<file path="src/rtl/seq_setup_module_if.sv">
// seq_setup_module_if: settings and controls handshakes published by the IDLE-state block
interface settings_if;
  logic [1:0] mode;
  logic [1:0] level;
  logic [1:0] speed;
  modport producer (output mode, level, speed);
  modport consumer (input mode, level, speed);
endinterface

interface controls_if;
  logic ready;
  modport producer (output ready);
  modport consumer (input ready);
endinterface

</file>
<file path="src/rtl/seq_setup_module.sv">
// seq_setup_module: latches game settings and fills a colour buffer with an LFSR-generated Simon sequence
module seq_setup_module #(
  parameter int          MAX_LEN   = 32,
  parameter logic [15:0] LFSR_SEED = 16'hACE1
) (
  input  logic                i_clk,
  input  logic                i_rst,
  settings_if.consumer        settings,
  controls_if.consumer        controls,
  input  logic                i_enable,
  input  logic [4:0]          i_rd_addr,
  output logic [1:0]          o_rd_color,
  output logic [5:0]          o_seq_len,
  output logic [7:0]          o_period,
  output logic [1:0]          o_mode,
  output logic                o_active,
  output logic                o_done
);
  typedef enum logic [1:0] {IDLE, CAPTURE, FILL, DONE} state_t;
  state_t state, state_nx;
  logic [15:0] cnt, lfsr, lfsr_nx, seed;
  logic [5:0] idx;
  logic [1:0] mem [MAX_LEN];
  logic trig, wr, last;
  assign trig = state == IDLE && i_enable && controls.ready;
  assign wr = state == FILL && i_enable;
  assign last = idx == o_seq_len - 6'd1;
  assign o_active = state != IDLE;
  assign o_done = state == DONE;
  // a zero counter would lock the LFSR, so fall back to the fixed seed
  assign seed = settings.mode[0] && cnt != 16'd0 ? cnt : LFSR_SEED;
  always_comb begin
    state_nx = state;
    lfsr_nx = lfsr[0] ? (lfsr >> 1) ^ 16'hB400 : lfsr >> 1;
    state_nx = state != IDLE && !i_enable ? IDLE :
               trig ? CAPTURE :
               state == CAPTURE ? FILL :
               state == FILL && last ? DONE : state;
  end
  always_ff @(posedge i_clk or posedge i_rst) begin
    if (i_rst) begin
      state <= IDLE;
      cnt <= 16'd0;
      lfsr <= LFSR_SEED;
      idx <= 6'd0;
      o_seq_len <= 6'd0;
      o_period <= 8'd0;
      o_mode <= 2'd0;
      o_rd_color <= 2'd0;
    end else begin
      state <= state_nx;
      cnt <= cnt + 16'd1;
      o_rd_color <= mem[i_rd_addr];
      if (trig) begin
        o_mode <= settings.mode;
        o_seq_len <= {1'b0, settings.level, 3'b000} + 6'd8;
        o_period <= settings.speed == 2'd0 ? 8'd100 :
                    settings.speed == 2'd1 ? 8'd60 :
                    settings.speed == 2'd2 ? 8'd35 : 8'd20;
        lfsr <= seed;
        idx <= 6'd0;
      end
      if (wr) begin
        lfsr <= lfsr_nx;
        idx <= last ? 6'd0 : idx + 6'd1;
      end
    end
  end
  always_ff @(posedge i_clk) begin
    if (wr) mem[idx[4:0]] <= lfsr[1:0];
  end
endmodule
</file>
<file path="src/flat_wrapper.sv">
// flat-port wrapper written by rule: the top's interface ports become plain ports
module seq_setup_module_flat 
#(
  parameter int          MAX_LEN   = 32,
  parameter logic [15:0] LFSR_SEED = 16'hACE1
)
  (i_clk, i_rst, i_enable, i_rd_addr, o_rd_color, o_seq_len, o_period, o_mode, o_active, o_done, settings_mode, settings_level, settings_speed, controls_ready);
  settings_if settings_i ();
  controls_if controls_i ();
  input  logic i_clk;
  input  logic i_rst;
  input  logic i_enable;
  input  logic [4:0] i_rd_addr;
  output logic [1:0] o_rd_color;
  output logic [5:0] o_seq_len;
  output logic [7:0] o_period;
  output logic [1:0] o_mode;
  output logic o_active;
  output logic o_done;
  input wire logic [$bits(settings_i.mode)-1:0] settings_mode;
  input wire logic [$bits(settings_i.level)-1:0] settings_level;
  input wire logic [$bits(settings_i.speed)-1:0] settings_speed;
  input wire logic [$bits(controls_i.ready)-1:0] controls_ready;
  assign settings_i.mode = settings_mode;
  assign settings_i.level = settings_level;
  assign settings_i.speed = settings_speed;
  assign controls_i.ready = controls_ready;
  seq_setup_module #(.MAX_LEN(MAX_LEN), .LFSR_SEED(LFSR_SEED)) u_core (.i_clk(i_clk), .i_rst(i_rst), .settings(settings_i), .controls(controls_i), .i_enable(i_enable), .i_rd_addr(i_rd_addr), .o_rd_color(o_rd_color), .o_seq_len(o_seq_len), .o_period(o_period), .o_mode(o_mode), .o_active(o_active), .o_done(o_done));
endmodule
</file>
<file path="config.mk">
export PLATFORM = sky130hd
export DESIGN_NAME = seq_setup_module_flat
export DESIGN_NICKNAME = d
export VERILOG_FILES = /design/src/rtl/seq_setup_module_if.sv /design/src/rtl/seq_setup_module.sv /design/src/flat_wrapper.sv
export SDC_FILE = /design/constraint.sdc
export NUM_CORES = 1
export LEC_CHECK = 0
export ABC_AREA = 1
export CORE_UTILIZATION = 50
export DETAILED_ROUTE_END_ITERATION = 8
export GPL_TIMING_DRIVEN = 0
export PLACE_DENSITY = 0.79
export SETUP_SLACK_MARGIN = 0.5
export SLEW_MARGIN = 20
export SYNTH_ARGS = -nofsm -noshare
export SYNTH_HDL_FRONTEND = slang
export SYNTH_SLANG_ARGS = --single-unit
export TNS_END_PERCENT = 5
</file>
<file path="constraint.sdc">
create_clock -name i_clk -period 2.03 [get_ports i_clk]
set_input_delay 0.203 -clock i_clk [delete_from_list [all_inputs] [get_ports i_clk]]
set_output_delay 0.203 -clock i_clk [all_outputs]
set_load 0.005 [all_outputs]
</file>
==> reports/metrics.cfg <==
[critical_path]
crit_path_start_kind = flop
cp-end-kind = output pin
critPathBufInv = 1
slowest_delay_ps = 530
worst-path-max-fanout = 3
r2r_slack_ps = 480
path_class = flop to output pin
arrival_ps = 1430
path_cells = clkdlybuf4s50_1
cp.required_ps = 1830
worst_path_dominant_cell_family = buffers and inverters
critPathSlowestCell = clkdlybuf4s50_1

[cts]
clock_sinks = 117
cts_root_buf = clkbuf_8
htree_levels = 4
holdBufCountCts = 0
numCtsBuffers = 17
cts_buffer_depth = 2
path_clk_slew_ps = 60
insertion_delay_ps = 520
cts_tree = yes

[timing]
timing.fmax_mhz = 613
tightestPinTransition_ps = 1060
drv_slew = 0
timing.final.hold_violations = 0
rsz0062_at_grt = true
fin_crit_sh_pct = 80.3
setup_violations = 0
fin_tns_setup_ps = 0
maxSlewHeadroom_pct = 29.2
timing.final.crit_period_ps = 1630
layout_setup_ws_ps = 400
fin_skew_ps = 7.92

[routing]
drt_pass1_iterations = 5
wl_per_cell_microns = 15.1
drt_wl_total_microns = 11800
via_per_inst = 5.30
drtIter0Drc = 301
postRouteAntennaNets = 0
route.vias.total = 4136
drcViolationCount = 0

[synthesis]
netlist_area_sq_um = 5490
seq_area_frac_synth_pct = 59.3
synth_area_leaders = edfxtp_1, dfrtp_1, nand2_1
synth_seq_cells = 117
syn_area_per_cell_sq_um = 9.55
yosysUniqueCellTypes = 34
yosysTopAreaCell = edfxtp_1
synthCells = 575
yosys.area.top_type_share_pct = 35.0
ys.warnings.count = 0

[floorplanning]
rows = 37
ios = 35
die_area_sq_um = 11400
core_sq_um = 10500
die_h_microns = 107
die_x_microns = 107
start_util_pct = 52.5

[layout]
drive_above_1_share_pct = 15.8
fillers = 815
post-route-util_pct = 63.8
synthToLayoutAreaGrowth_pct = 21.6
design_area_sq_um = 6670
nets = 654
ff_latch_area_sq_um = 3260
multiInputGateArea_sq_um = 1960
n_antenna_cell = 0

[global_route]
grt_pass1_vias = 4169
grt_max_degree = 38
grt_pass1_wl_microns = 19600
antenna_found_initial = 0
grt-ovfl-total = 0
grt_usage_pct = 22.8

[placed_design]
portBuffers = 26
pre_cts_slack_ps = 73.0
place.gp.congestion = 0.839
dp_hpwl_microns = 7740
dpl_cell_area_sq_um = 5950

[min_path]
min_path_type = input pin to asynchronous set/reset pin

[outcome]
status = finished clean

[pwr]
cellLeakagePower_uw = 0.00290
power.density_nw_per_um2 = 1180
irDropWorstVdd_uv = 632

[flow_run]
maxCapViolations = 0

[cell usage after synthesis (all sizes together)]
library cell,n
o211a,1
buf,21
nand3,87
edfxtp,64
or2,4
o211ai,2
conb,1
a21oi,4
nor3,3
clkbuf,4
nand2,174
nand4,11
o21ai,18
dfrtp,45
clkinv,1
inv,43
xor2,12
dfstp,8
nor2,57
ha,8
a2bb2oi,1
xnor2,6
[power by group]
| group | internal, uW | total [uW] | switching [uW] |
|---|---|---|---|
| logic | 711 | 1490 | 779 |
| registers | 3050 | 3430 | 375 |
| clock network | 1970 | 2970 | 1000 |
| total | 5730 | 7890 | 2160 |
[placed cells by master, fill, tap and decap left out, types with 8 or more instances in the layout]
cell type	n
nand2_1	168
nand3_1	83
edfxtp_1	64
dfrtp_1	43
nor2_1	42
inv_1	38
clkdlybuf4s50_1	22
clkbuf_16	16
buf_4	15
xor2_1	12
nand4_1	11
nor2_2	11
o21ai_0	11
ha_1	8
[metrics by stage]
step	hold slack (ps)	total power, uW	instances
floorplan	283	4200	578
global placement	456	4740	740
detailed placement	458	4810	741
CTS	83.1	7810	775
global route	129	8260	780
finish	75.6	7890	780
[worst register-to-register path: stages, from the launching register on]
cell     delay, ps
dfrtp_1        410
inv_1           80
ha_1           300
xnor2_1        120
nor2_1         160
nand2_1        150
o21ai_1        110
o21ai_0        100
[what timing repair did]
| action | in CTS | in global routing |
|---|---|---|
| setup endpoints to repair | 69 | 102 |
| pin swaps | 1 | 0 |
| gates cloned | 0 | 0 |
| buffers inserted | 2 | 5 |
| endpoints found under the hold margin | 0 | 0 |
| resized for setup | 6 | 23 |
[layer usage]
metal / up-vias / GRT usage, % / routed length (microns)
met5: - / 0 / 0
met4: 0 / 9.59 / 164
met3: 20 / 7.23 / 795
met2: 169 / 37.6 / 5820
met1: 1945 / 27.6 / 5020
li1: 2002 / - / -
[flip-flops by register name, summed over array words and instances (netlist names)]
register	count
u_core.o_rd_color	2
u_core.o_seq_len	3
u_core.lfsr	16
u_core.mem	64
u_core.o_period	6
u_core.cnt	16
u_core.idx	6
u_core.state	2
u_core.o_mode	2
[worst paths after layout]
| check | from | endpoint | cells after the start |
|---|---|---|---|
| worst min-delay path | i_rst | u_core.o_period[1]$_DFFE_PP0P_ | 2 |
| worst min register to register | u_core.lfsr[15]$_DFFE_PP1P_ | u_core.lfsr[15]$_DFFE_PP1P_ | 2 |
| worst max register to register | u_core.o_seq_len[3]$_DFFE_PP0P_ | u_core.idx[4]$_DFFE_PP0P_ | 7 |
| max in group asynchronous | i_rst | u_core.lfsr[0]$_DFFE_PP1P_ | 3 |
| worst max-delay path | u_core.o_seq_len[5]$_DFFE_PP0P_ | o_seq_len[5] | 1 |
| min in group i_clk | settings_mode[0] | u_core.o_mode[0]$_DFFE_PP0P_ | 3 |
[final cells by class]
type                       count  area share [%]
inverter                      44            2.66
sequential                   117            48.9
buffer                        25            2.66
clock inverter                12            2.40
clock buffer                  20            6.37
tap                          136            2.55
timing repair buffer          34            5.02
multi-input combinational    392            29.4
[logic make-up after synthesis]
kind of cell	synth area share [%]
compound gates	2.83
xor+xnor	2.87
fa+ha+maj	1.82
buf+inv	6.27
flops	59.3
other cells	0.0683
simple gates	26.8
Power figures use the tool's default switching activity.
